`src/rtl/hilo_pkg.sv`:
```
// rtl/hilo_pkg.sv - op codes, state encoding and default latency for the HI/LO unit
package hilo_pkg;

  localparam logic [2:0] HILO_NOP  = 3'd0;
  localparam logic [2:0] HILO_DIV  = 3'd1;
  localparam logic [2:0] HILO_MFHI = 3'd2;
  localparam logic [2:0] HILO_MFLO = 3'd3;
  localparam logic [2:0] HILO_MTHI = 3'd4;
  localparam logic [2:0] HILO_MTLO = 3'd5;

  localparam int DIV_LATENCY_DEF = 4;
  localparam int CNT_W           = 4;

  typedef enum logic {
    IDLE = 1'b0,
    BUSY = 1'b1
  } hilo_state_t;

endpackage

```
`src/rtl/hilo_busy_timer.sv`:
```
// rtl/hilo_busy_timer.sv - loadable down-counter; busy while nonzero, done in its last cycle
module hilo_busy_timer #(
  parameter int CNT_W = 4
) (
  input  logic             clk,
  input  logic             rst,
  input  logic             load,
  input  logic [CNT_W-1:0] load_val,
  output logic             busy,
  output logic             done
);

  logic [CNT_W-1:0] count;

  always_ff @(posedge clk or posedge rst) begin
    if (rst) begin
      count <= '0;
    end else if (load) begin
      count <= load_val;
    end else if (count != '0) begin
      count <= count - 1'b1;
    end
  end

  assign busy = (count != '0);
  // done marks the cycle whose closing edge takes the count from 1 to 0
  assign done = (count == {{(CNT_W-1){1'b0}}, 1'b1});

endmodule

```
`src/rtl/hilo_reg_unit.sv`:
```
// rtl/hilo_reg_unit.sv - HI/LO registers with modelled divide latency, MF/MT access and stall
module hilo_reg_unit
  import hilo_pkg::*;
#(
  parameter int XLEN        = 64,
  parameter int DIV_LATENCY = DIV_LATENCY_DEF
) (
  input  logic            clk,
  input  logic            rst,
  input  logic            op_valid,
  input  logic [2:0]      op_code,
  input  logic [XLEN-1:0] divisor,
  input  logic [XLEN-1:0] quotient,
  input  logic [XLEN-1:0] remainder,
  input  logic [XLEN-1:0] wdata,
  output logic            stall,
  output logic            busy,
  output logic [XLEN-1:0] rdata,
  output logic            rdata_valid,
  output logic            div_zero
);

  localparam logic [CNT_W-1:0] LAT = CNT_W'(DIV_LATENCY);

  hilo_state_t     state;
  logic [XLEN-1:0] hi, lo, pend_q, pend_r;
  logic            accept, divisor_zero, timer_load, timer_busy, timer_done;

  assign divisor_zero = (divisor == '0);
  // every real op waits out an outstanding divide: covers RAW, WAW and structural hazards
  assign stall        = op_valid & timer_busy & (op_code != HILO_NOP);
  assign accept       = op_valid & ~stall;
  assign timer_load   = (state == IDLE) & accept & (op_code == HILO_DIV) & ~divisor_zero;
  assign busy         = timer_busy;

  hilo_busy_timer #(.CNT_W(CNT_W)) u_timer (
    .clk      (clk),
    .rst      (rst),
    .load     (timer_load),
    .load_val (LAT),
    .busy     (timer_busy),
    .done     (timer_done)
  );

  always_ff @(posedge clk or posedge rst) begin
    if (rst) begin
      state       <= IDLE;
      hi          <= '0;
      lo          <= '0;
      pend_q      <= '0;
      pend_r      <= '0;
      rdata       <= '0;
      rdata_valid <= 1'b0;
      div_zero    <= 1'b0;
    end else begin
      rdata_valid <= 1'b0;
      div_zero    <= 1'b0;
      case (state)
        IDLE: begin
          if (accept) begin
            case (op_code)
              HILO_DIV: begin
                if (divisor_zero) begin
                  div_zero <= 1'b1;
                end else begin
                  pend_q <= quotient;
                  pend_r <= remainder;
                  state  <= BUSY;
                end
              end
              HILO_MFHI: begin
                rdata       <= hi;
                rdata_valid <= 1'b1;
              end
              HILO_MFLO: begin
                rdata       <= lo;
                rdata_valid <= 1'b1;
              end
              HILO_MTHI: hi <= wdata;
              HILO_MTLO: lo <= wdata;
              default: ;
            endcase
          end
        end
        BUSY: begin
          if (timer_done) begin
            lo    <= pend_q;
            hi    <= pend_r;
            state <= IDLE;
          end
        end
        default: state <= IDLE;
      endcase
    end
  end

endmodule

```
`config.mk`:
```
export PLATFORM = sky130hd
export DESIGN_NAME = hilo_reg_unit
export DESIGN_NICKNAME = d
export VERILOG_FILES = /design/src/rtl/hilo_pkg.sv /design/src/rtl/hilo_busy_timer.sv /design/src/rtl/hilo_reg_unit.sv
export SDC_FILE = /design/constraint.sdc
export NUM_CORES = 1
export LEC_CHECK = 0
export ABC_AREA = 1
export CORE_MARGIN = 5
export CORE_UTILIZATION = 30
export DETAILED_ROUTE_END_ITERATION = 12
export PLACE_DENSITY = 0.64
export SKIP_LAST_GASP = 1
export SLEW_MARGIN = 20
export SYNTH_ARGS = -nofsm -noshare
export SYNTH_HDL_FRONTEND = slang
export SYNTH_HIERARCHICAL = 1
export SYNTH_SLANG_ARGS = --single-unit
```
`constraint.sdc`:
```
create_clock -name clk -period 19 [get_ports clk]
set_input_delay 2.85 -clock clk [delete_from_list [all_inputs] [get_ports clk]]
set_output_delay 2.85 -clock clk [all_outputs]
set_load 0.005 [all_outputs]
```
==> results of run 1 <==
## placed cells by master (no fill, tap or decap), types with 4 or more instances in the layout
cell type and instances:
nand2_1 928, clkdlybuf4s50_1 329, dfrtp_1 326, nand3_1 260, mux2i_1 64, o21ai_0 58
nor2_1 44, clkbuf_16 41, buf_4 13, o21ai_1 12, inv_1 10, clkinv_2 9
clkbuf_8 9, nand2_4 5, inv_2 5, nand2_2 5, clkbuf_1 5, nor3_1 4
conb_1 4
## cell families after synthesis
group / after synthesis / synth area share
mux: 64 / 0.0428
buf+inv: 139 / 0.0467
compound gates: 70 / 0.0234
flops: 327 / 0.546
xor+xnor: 1 / 0.000585
simple gates: 1250 / 0.337
other cells: 2 / 0.000501
fa+ha+maj: 3 / 0.00251
## per-layer routing
| layer | share of wire | global-route usage |
|---|---|---|
| met1 | 0.42 | 0.214 |
| met3 | 0.058 | 0.0320 |
| met4 | 0.027 | 0.0567 |
| met2 | 0.50 | 0.303 |
| met5 | 0 | 0 |
## cell type report
class | count | area share
tap | 664 | 0.0415
inverter | 16 | 0.00363
multi-input combinational | 1392 | 0.307
sequential | 327 | 0.409
antenna | 3 | 0.000375
timing repair buffer | 344 | 0.172
clock inverter | 16 | 0.00838
clock buffer | 55 | 0.0584
## per-stage QoR
| step | instances | total power (W) | setup slack, ps | util | hold WS [ps] |
|---|---|---|---|---|---|
| 2_1_floorplan | 1858 | 0.00167 | 7210 | - | 442 |
| 3_3_place_gp | 2742 | 0.00202 | 11920 | 0.379 | 454 |
| 3_5_place_dp | 2742 | 0.00205 | 11910 | 0.379 | 458 |
| 4_1_cts | 2813 | 0.00285 | 11920 | 0.406 | 472 |
| 5_1_grt | 2817 | 0.00302 | 11830 | 0.407 | 481 |
| 6_report | 2817 | 0.00280 | 11920 | 0.407 | 468 |
## power by group through the flow
stage / combinational (W) / sequential, W / clock [W]
2_1_floorplan: 0.000506 / 0.00116 / 0
4_1_cts: 0.000843 / 0.00120 / 0.000798
3_3_place_gp: 0.000818 / 0.00120 / 0
3_5_place_dp: 0.000838 / 0.00122 / 0
6_report: 0.000828 / 0.00121 / 0.000770
5_1_grt: 0.000949 / 0.00124 / 0.000825
## state kept, by name, indices dropped and copies added, names as in the netlist
name and flops:
lo 64, pend_q 64, div_zero 1, pend_r 64, state 1, rdata 64
u_timer/count 4, rdata_valid 1, hi 64
## how the worst max path moves through the flow
stage | from | endpoint | slack [ps] | cells past startpoint
after floorplan | rst | div_zero | 7210 | 1
after global placement | op_code[0] | stall | 11920 | 6
after detailed placement | op_code[0] | stall | 11910 | 6
after CTS | op_code[0] | stall | 11920 | 6
after global routing | op_code[1] | stall | 11830 | 6
final | op_code[0] | stall | 11920 | 6
## critical path: cells and delay by family
| kind | cells | cell delay (ps) |
|---|---|---|
| buf+inv | 4 | 1210 |
| simple gates | 2 | 170 |
==> metrics.md, run 1 <==
| Metric | Value |
|---|---|
| CP peak stage delay | `560 ps` |
| CTS tree | `built` |
| Clock Latency Late Sink | `540 ps` |
| Clock Tree Root | `clkbuf_16` |
| Power Internal | `0.00187 W` |
| Placed wire-length estimate | `30300 um` |
| Post-Place Cell Area | `0.0186 mm^2` |
| CP arrival | `4230 ps` |
| Post-synth EDFFs | `0` |
| Clk buf depth | `3` |
| Slowest-stage cell, CP | `clkdlybuf4s50_1` |
| Global-route wire length before repair | `74800 um` |
| Overflow left after global routing | `0` |
| Unique masters post-synth | `23` |
| RSZ-0062 raised after global routing | `false` |
| Syn_area_per_cell | `8.07 um^2` |
| WP data required | `16150 ps` |
| Worst-case clock skew | `9.38 ps` |
| CTS Sinks | `327` |
| Post CTS Setup Buffer Count | `0` |
| Final hold violations | `0` |
| DRT Wirelength | `47400 um` |
| Initial Util | `0.305` |
| Vias in the first global route | `13800` |
| Clock power frac | `0.275` |
| Sequential fraction of the synthesis area | `0.546` |
| Fin. max-slew vios | `0` |
| R2r endpoint | `lo[21]` |
| CP Class | `input port to primary output` |
| CTS Hold Bufs | `0` |
| Synth top cells by count | `933 x nand2_1, 327 x dfrtp_1, 260 x nand3_1` |
| Most common cell in the netlist | `nand2_1` |
| Multi-input gate area | `0.00614 mm^2` |
| Share of total power in combinational logic | `0.295` |
| Crit-path cells | `clkdlybuf4s50_1 -> inv_2 -> nand3_1 -> nand3_1 -> inv_1 -> clkdlybuf4s50_1` |
| Worst setup SP type | `input port` |
| Part of the power in registers | `0.430` |
| Pwr dens | `140 mW/mm^2` |
| Yosys warns | `6` |
| Max cap viols | `0` |
| Setup TNS | `0 ps` |
| Synth top area cells | `dfrtp_1 55%, nand2_1 23%, nand3_1 8.7%` |
| Area growth from synthesis to layout | `33.7%` |
| Largest net degree at the start of global routing | `171` |
| # IOs | `330` |
| Worst-Margin Slew | `942 ps` |
| Fill count | `4949` |
| Post_cts resized | `0` |
| H-tree depth | `2` |
| Crit. End Element | `primary output` |
| DR vias | `13200` |
| Number of buffer cells added on primary ports | `329` |
| Ys flop type | `dfrtp_1` |
| Max Freq | `0.141 GHz` |
| Flop2flop setup slack | `15450 ps` |
| Final net count | `2386` |
| Rows | `81` |
| Rel. slew slack | `0.372` |
| Fin area | `0.0200 mm^2` |
| Period minus WS final | `7080 ps` |
| Core footprint | `0.0492 mm^2` |
| CTS Buf Count | `40` |
| Total track usage | `0.172` |
| FFs w/ async S/R, synth | `1.00` |
| Post-Syn Instances | `1856` |
| Lkg Pwr | `10.3 nW` |
| Worst reg2reg path startpoint | `u_timer/count[0]` |
| Antenna violations before repair | `3` |
| Clock transition at path regs | `50 ps` |
| RePlAce Congestion | `0.801` |
| Chip width | `233 um` |
| Drt first pass iters | `5` |
| Hold Path Cell Cnt | `2` |
| Layout cells sized above 1 | `0.0470` |
| Psw | `0.000936 W` |
| Worst reg-to-reg path cell count | `12` |
| Die Y | `233 um` |
| Number of nets with antenna violations after routing | `0` |
| Period Utilization, post-route | `0.372` |
| Hold Crit Start | `pend_r[47]` |
| Yosys top cell by area | `dfrtp_1` |
| Status | `complete, no violations` |
| Vias/cell | `4.69` |
| Final Setup Violations | `0` |
| Sw frac | `0.334` |
| Worst vdd ir | `63.4 uV` |
| Hold worst-path end | `pend_r[47]` |
| Starting DRT DRC Count | `810` |
| Average wire per standard cell | `16.8 um` |
| CP Max Fanout | `3` |
| Worst Hold Class | `flip-flop to flip-flop` |
| Synth Cell Area | `0.0150 mm^2` |
| Seq cells post-synth | `327` |
| Seq. cell area | `0.00819 mm^2` |
| Area share of the largest cell type after synthesis | `0.546` |
| Die ar. | `0.0545 mm^2` |
| DRC Markers | `0` |
No activity file was read; power rests on OpenSTA's default activity.
==> inputs of run 2 (changes only) <==
==> constraint.sdc (replaced) <==
create_clock -name clk -period 6.6 [get_ports clk]
set_input_delay 0.99 -clock clk [delete_from_list [all_inputs] [get_ports clk]]
set_output_delay 0.99 -clock clk [all_outputs]
set_load 0.005 [all_outputs]
==> run 2 against run 1 <==
  * Setup slack got worse by 9200 ps
  * Flip-flop and latch count unchanged
  * First-iteration DRC count increased by 41%
  * Critical path depth rose by 7
  * Cell area decreased by 0.21%
  * Global-route usage shrank 0.30 points
  * Total power rose to 2.9 times the previous value
  * Non-clock buffer count unchanged
  * Clock power grew to 2.8 times the previous value
  * Combinational power rose to 2.9 times the previous value
  * Final cell count is essentially flat
  * Critical endpoint is now u_timer/count[1]
  * Largest cell class unchanged
  * Highest routed layer unchanged
==> metrics.md, run 2 (synthesized netlist as in run 1, its figures left out) <==
| Metric | Value |
|---|---|
| Worst Hold Class | `flip-flop to flip-flop (unchanged)` |
| Clock Tree Root | `clkbuf_16 (unchanged)` |
| Lkg Pwr | `10.3 nW (about the same)` |
| # IOs | `330 (unchanged)` |
| DRC Markers | `0 (unchanged)` |
| Layout Utilization | `0.406 (was 0.407)` |
| Average wire per standard cell | `16.4 um (was 16.8 um)` |
| Number of nets with antenna violations after routing | `0 (unchanged)` |
| DR vias | `13300 (was 13200)` |
| Status | `complete, no violations (unchanged)` |
| Chip width | `233 um (unchanged)` |
| Global-route wire length before repair | `73900 um (was 74800 um)` |
| Crit. End Element | `flip-flop (was primary output)` |
| Fin area | `0.0200 mm^2 (about the same)` |
| Commonest cells after routing, fill and taps aside | `928 x nand2_1, 329 x clkdlybuf4s50_1, 326 x dfrtp_1, 260 x nand3_1, 64 x mux2i_1 (unchanged)` |
| Period Utilization, post-route | `0.581` |
| CP arrival | `4250 ps (was 4230 ps)` |
| CP peak stage delay | `980 ps (was 560 ps)` |
| Initial Util | `0.305 (unchanged)` |
| Rel. slew slack | `0.296 (was 0.372)` |
| H-tree depth | `2 (unchanged)` |
| Max Freq | `0.261 GHz` |
| Worst-Margin Slew | `1060 ps (was 942 ps)` |
| Placed wire-length estimate | `30700 um (was 30300 um)` |
| Area growth from synthesis to layout | `33.4% (was 33.7%)` |
| WHS | `467 ps (was 468 ps)` |
| CTS Sinks | `327 (unchanged)` |
| Inst Count DP | `2743 (was 2742)` |
| Worst reg2reg path startpoint | `state (was u_timer/count[0])` |
| Clock Latency Late Sink | `530 ps (was 540 ps)` |
| Vias/cell | `4.71 (was 4.69)` |
| Antenna violations before repair | `5 (was 3)` |
| Worst path bufs/invs | `3 (was 4)` |
| Period minus WS final | `3840 ps` |
| Hold Crit Start | `pend_q[43] (was pend_r[47])` |
| WP data required | `7010 ps (was 16150 ps)` |
| Worst Setup SP | `divisor[7] (was op_code[0])` |
| Drt first pass iters | `5 (unchanged)` |
| Die Y | `233 um (unchanged)` |
| Max cap viols | `0 (unchanged)` |
| Clock transition at path regs | `60 ps (was 50 ps)` |
| Fin. max-slew vios | `0 (unchanged)` |
| Clk buf depth | `3 (unchanged)` |
| Final hold violations | `0 (unchanged)` |
| Total track usage | `0.169 (was 0.172)` |
| RePlAce Congestion | `0.801 (about the same)` |
| DRT Wirelength | `46100 um (was 47400 um)` |
| Crit-path cells | `clkdlybuf4s50_1 -> nor2_1 -> nand2_1 -> nor2_1 -> nand2_1 -> nor2_1 -> nand2_4 -> nand2_4 -> inv_1 -> inv_2 -> nand3_1 -> nand2_1 -> o21ai_1 (was clkdlybuf4s50_1 -> inv_2 -> nand3_1 -> nand3_1 -> inv_1 -> clkdlybuf4s50_1)` |
| Worst vdd ir | `165 uV (was 63.4 uV)` |
| Layout cells sized above 1 | `0.0443 (was 0.0470)` |
| Number of buffer cells added on primary ports | `329 (unchanged)` |
| Flop2flop setup slack | `3150 ps (was 15450 ps)` |
| CTS tree | `built (unchanged)` |
| Post CTS Setup Buffer Count | `0 (unchanged)` |
| CP Class | `input port to flip-flop (was input port to primary output)` |
| Pwr dens | `401 mW/mm^2 (was 140 mW/mm^2)` |
| Worst-case clock skew | `9.86 ps (was 9.38 ps)` |
| Die ar. | `0.0545 mm^2 (unchanged)` |
| Setup TNS | `0 ps (unchanged)` |
| CTS Buf Count | `38 (was 40)` |
| Worst setup SP type | `input port (unchanged)` |
| Final Setup Violations | `0 (unchanged)` |
| Final net count | `2384 (was 2386)` |
| Overflow left after global routing | `0 (unchanged)` |
| Vias in the first global route | `13600 (was 13800)` |
| CP Max Fanout | `90 (was 3)` |
| Largest net degree at the start of global routing | `167 (was 171)` |
| Post_cts resized | `0 (unchanged)` |
| Post-Layout Cell Count | `2816 (was 2817)` |
| Rows | `81 (unchanged)` |
| Slowest-stage cell, CP | `nand2_4 (was clkdlybuf4s50_1)` |
| RSZ-0062 raised after global routing | `false (unchanged)` |
| Starting DRT DRC Count | `1139 (was 810)` |
| Cell family with most CP delay | `simple AND/OR/NAND/NOR gates (was buffers and inverters)` |
| CTS Hold Bufs | `0 (unchanged)` |
| Post-Place Cell Area | `0.0187 mm^2 (was 0.0186 mm^2)` |
| Commonest non-fill, non-tap cell in the layout | `nand2_1 (unchanged)` |
| Core footprint | `0.0492 mm^2 (unchanged)` |
[run 2: cell count changes in the layout (fill, tap and decap cells not counted), sizes merged]
cell,previous run,this run
bufinv,3,2
clkbuf,55,59
clkinv,12,4
clkinvlp,2,3
diode,3,6
[run 2: per-stage QoR]
stage / total power [W] / worst slack (ps)
2_1_floorplan: 0.00480 / 1300
3_3_place_gp: 0.00581 / 2200
3_5_place_dp: 0.00590 / 2080
5_1_grt: 0.00861 / 2380
6_report: 0.00800 / 2760
4_1_cts: 0.00811 / 2660
[run 2: power by group]
group          total, W  internal, W  switching (W)
Combinational   0.00236      0.00111        0.00126
Clock           0.00216      0.00133       0.000829
Sequential      0.00348      0.00291       0.000565
Total           0.00800      0.00535        0.00265
[run 2: path summary, 6_finish.rpt]
path	end	depth (start not counted)
min in group asynchronous	u_timer/count[2]	2
max reg2reg	lo[54]	9
max	u_timer/count[1]	13
min reg2reg	pend_q[43]	2
min	pend_q[43]	2
max in group asynchronous	hi[22]	3
[run 2: final cells by class]
class                           instances  area [um^2]
Fill cell                            4994        29200
Inverter                               16         63.8
Multi-Input combinational cell       1392         6140
Sequential cell                       327         8190
Tap cell                              664          831
Antenna cell                            6         15.0
Timing Repair Buffer                  344         3430
Clock inverter                          8         98.8
Clock buffer                           59         1200
[run 2: tightest hold or removal path: cells and delay by family, from the launching register on]
kind	cells	cell delay [ps]
flip-flops	1	340
AND/OR/NAND/NOR	2	90
[run 2: layer usage]
metal | global-route usage | vias up | share of wire
met4 | 0.0657 | 0 | 0.030
met1 | 0.214 | 6371 | 0.42
met3 | 0.0312 | 77 | 0.056
met5 | 0 | - | 0
met2 | 0.288 | 379 | 0.50
li1 | - | 6433 | -
==> inputs of run 3 (changes only) <==
==> constraint.sdc (replaced) <==
create_clock -name clk -period 3.88 [get_ports clk]
set_input_delay 0.582 -clock clk [delete_from_list [all_inputs] [get_ports clk]]
set_output_delay 0.582 -clock clk [all_outputs]
set_load 0.005 [all_outputs]
==> run 3 against run 2 <==
  * Flip-flop and latch count unchanged
  * Critical path type is now flip-flop to primary output
  * Hold slack lost 97 ps
  * Largest cell class unchanged
  * Setup slack worse by 1600 ps
  * Sequential power rose by 71%
  * Register-to-register slack got worse by 1800 ps
  * Cell area is 0.74% higher
  * Routed wire length about the same
  * Via count is 0.36% lower
  * Clock-buffer cell count up 4
  * Critical path depth fell by 7
==> metrics.md, run 3 (synthesized netlist as in run 1, its figures left out) <==
| Metric | Value |
|---|---|
| RSZ-0062 raised after global routing | `false (unchanged)` |
| Crit-path cells | `inv_1 -> ha_1 -> nand2_2 -> nand3_1 -> inv_1 -> clkdlybuf4s50_1 (was clkdlybuf4s50_1 -> nor2_1 -> nand2_1 -> nor2_1 -> nand2_1 -> nor2_1 -> nand2_4 -> nand2_4 -> inv_1 -> inv_2 -> nand3_1 -> nand2_1 -> o21ai_1)` |
| Die Y | `233 um (unchanged)` |
| CTS tree | `built (unchanged)` |
| Power Internal | `0.00913 W (was 0.00535 W)` |
| Psw | `0.00452 W (was 0.00265 W)` |
| # IOs | `330 (unchanged)` |
| Global-route wire length before repair | `73000 um (was 73900 um)` |
| Post CTS Setup Buffer Count | `0 (unchanged)` |
| Max cap viols | `0 (unchanged)` |
| Worst Hold Class | `input port to async pin (was flip-flop to flip-flop)` |
| Placed wire-length estimate | `31300 um (was 30700 um)` |
| Worst path bufs/invs | `3 (unchanged)` |
| Crit. End Element | `primary output (was flip-flop)` |
| Chip width | `233 um (unchanged)` |
| Fill count | `4917 (was 4994)` |
| DRT Wirelength | `46200 um (was 46100 um)` |
| CTS Buf Count | `38 (unchanged)` |
| Rows | `81 (unchanged)` |
| Period minus WS final | `2690 ps` |
| Lkg Pwr | `10.3 nW (about the same)` |
| Number of nets with antenna violations after routing | `0 (unchanged)` |
| Cell family with most CP delay | `buffers and inverters (was simple AND/OR/NAND/NOR gates)` |
| Worst-Margin Slew | `864 ps (was 1060 ps)` |
| CTS Hold Bufs | `0 (unchanged)` |
| Sw frac | `0.331 (about the same)` |
| Fin area | `0.0201 mm^2 (was 0.0200 mm^2)` |
| Final Setup Violations | `0 (unchanged)` |
| Vias in the first global route | `13600 (about the same)` |
| Clock power frac | `0.270 (about the same)` |
| CP most frequent cell | `inv_1` |
| Tot Pwr | `0.0136 W (was 0.00800 W)` |
| RePlAce Congestion | `0.785 (was 0.801)` |
| Vias/cell | `4.68 (was 4.71)` |
| Part of the power in registers | `0.436 (was 0.435)` |
| Total track usage | `0.166 (was 0.169)` |
| Max Freq | `0.372 GHz` |
| Worst-case clock skew | `13.1 ps (was 9.86 ps)` |
| Number of buffer cells added on primary ports | `329 (unchanged)` |
| Post_cts resized | `0 (unchanged)` |
| CP Class | `flip-flop to primary output (was input port to flip-flop)` |
| Initial Util | `0.305 (unchanged)` |
| Clock Tree Root | `clkbuf_16 (unchanged)` |
| Clock Latency Late Sink | `540 ps (was 530 ps)` |
| H-tree depth | `2 (unchanged)` |
| CTS Sinks | `327 (unchanged)` |
| Average wire per standard cell | `16.3 um (was 16.4 um)` |
| Pwr dens | `678 mW/mm^2 (was 401 mW/mm^2)` |
| Worst reg2reg path startpoint | `state (unchanged)` |
| Post-Place Cell Area | `0.0188 mm^2 (was 0.0187 mm^2)` |
| Layout cells sized above 1 | `0.0482 (was 0.0443)` |
| Starting DRT DRC Count | `1005 (was 1139)` |
| Period Utilization, post-route | `0.693` |
| Commonest cells after routing, fill and taps aside | `928 x nand2_1, 329 x clkdlybuf4s50_1, 326 x dfrtp_1, 260 x nand3_1, 64 x mux2i_1 (unchanged)` |
| Die ar. | `0.0545 mm^2 (unchanged)` |
| Largest net degree at the start of global routing | `130 (was 167)` |
| Clock transition at path regs | `60 ps (about the same)` |
| Status | `complete, no violations (unchanged)` |
| Fin. max-slew vios | `0 (unchanged)` |
| Core footprint | `0.0492 mm^2 (unchanged)` |
| Drt first pass iters | `5 (unchanged)` |
| Overflow left after global routing | `0 (unchanged)` |
| Worst vdd ir | `315 uV (was 165 uV)` |
| CP Max Fanout | `5 (was 90)` |
| Layout Utilization | `0.409 (was 0.406)` |
| Worst setup SP type | `flip-flop (was input port)` |
| DRC Markers | `0 (unchanged)` |
| Final hold violations | `0 (unchanged)` |
| CP arrival | `2110 ps (was 4250 ps)` |
| Final net count | `2394 (was 2384)` |
| Clk buf depth | `3 (unchanged)` |
| CP peak stage delay | `490 ps (was 980 ps)` |
| WP data required | `3300 ps (was 7010 ps)` |
| Antenna violations before repair | `1 (was 5)` |
| Area growth from synthesis to layout | `34.4% (was 33.4%)` |
| DR vias | `13200 (was 13300)` |
| Commonest non-fill, non-tap cell in the layout | `nand2_1 (unchanged)` |
| Rel. slew slack | `0.424 (was 0.296)` |
| Share of total power in combinational logic | `0.294 (was 0.295)` |
| Worst Setup SP | `u_timer/count[0] (was divisor[7])` |
| Slowest-stage cell, CP | `clkdlybuf4s50_1 (was nand2_4)` |
==> run 3: path summary, 6_finish.rpt <==
| check | endpoint | slack [ps] | cells past startpoint |
|---|---|---|---|
| worst max-delay path | stall | 1190 | 6 |
| max in group asynchronous | rdata[18] | 2320 | 3 |
| worst max register to register | hi[4] | 1320 | 4 |
| worst min register to register | pend_r[30] | 470 | 2 |
| min in group clk | pend_r[30] | 470 | 2 |
| worst min-delay path | u_timer/count[3] | 370 | 2 |
==> run 3: per-stage QoR <==
step	worst slack, ps	hold slack (ps)	std cells	TNS [ps]
CTS	1140	349	2823	0
finish	1190	370	2825	0
detailed placement	999	458	2753	0
global placement	1020	455	2753	0
floorplan	-1010	348	1858	-326480
global route	1060	370	2824	0
==> run 3: per-layer routing <==
layer,part of all wire,wire length (um),track usage,vias up
met5,0,0,0,-
met4,0.025,1150,0.0545,0
met3,0.055,2550,0.0293,62
met2,0.50,23100,0.288,384
met1,0.42,19400,0.211,6313
li1,-,-,-,6453
==> run 3: area by class of cell <==
cell class                 count  area, um^2  share of cell area
tap                          664         831              0.0413
sequential                   327        8190               0.407
inverter                      16        63.8             0.00317
multi-input combinational   1392        6140               0.305
clock inverter                 7        91.3             0.00454
timing repair buffer         354        3580               0.178
antenna                        2        5.00            0.000249
clock buffer                  63        1220              0.0606
==> run 3: power by group through the flow <==
stage,logic [W],registers (W),clock network (W)
4_1_cts,0.00408,0.00595,0.00380
6_report,0.00401,0.00596,0.00368
5_1_grt,0.00459,0.00615,0.00390
3_5_place_dp,0.00405,0.00600,0
3_3_place_gp,0.00395,0.00596,0
2_1_floorplan,0.00248,0.00568,0
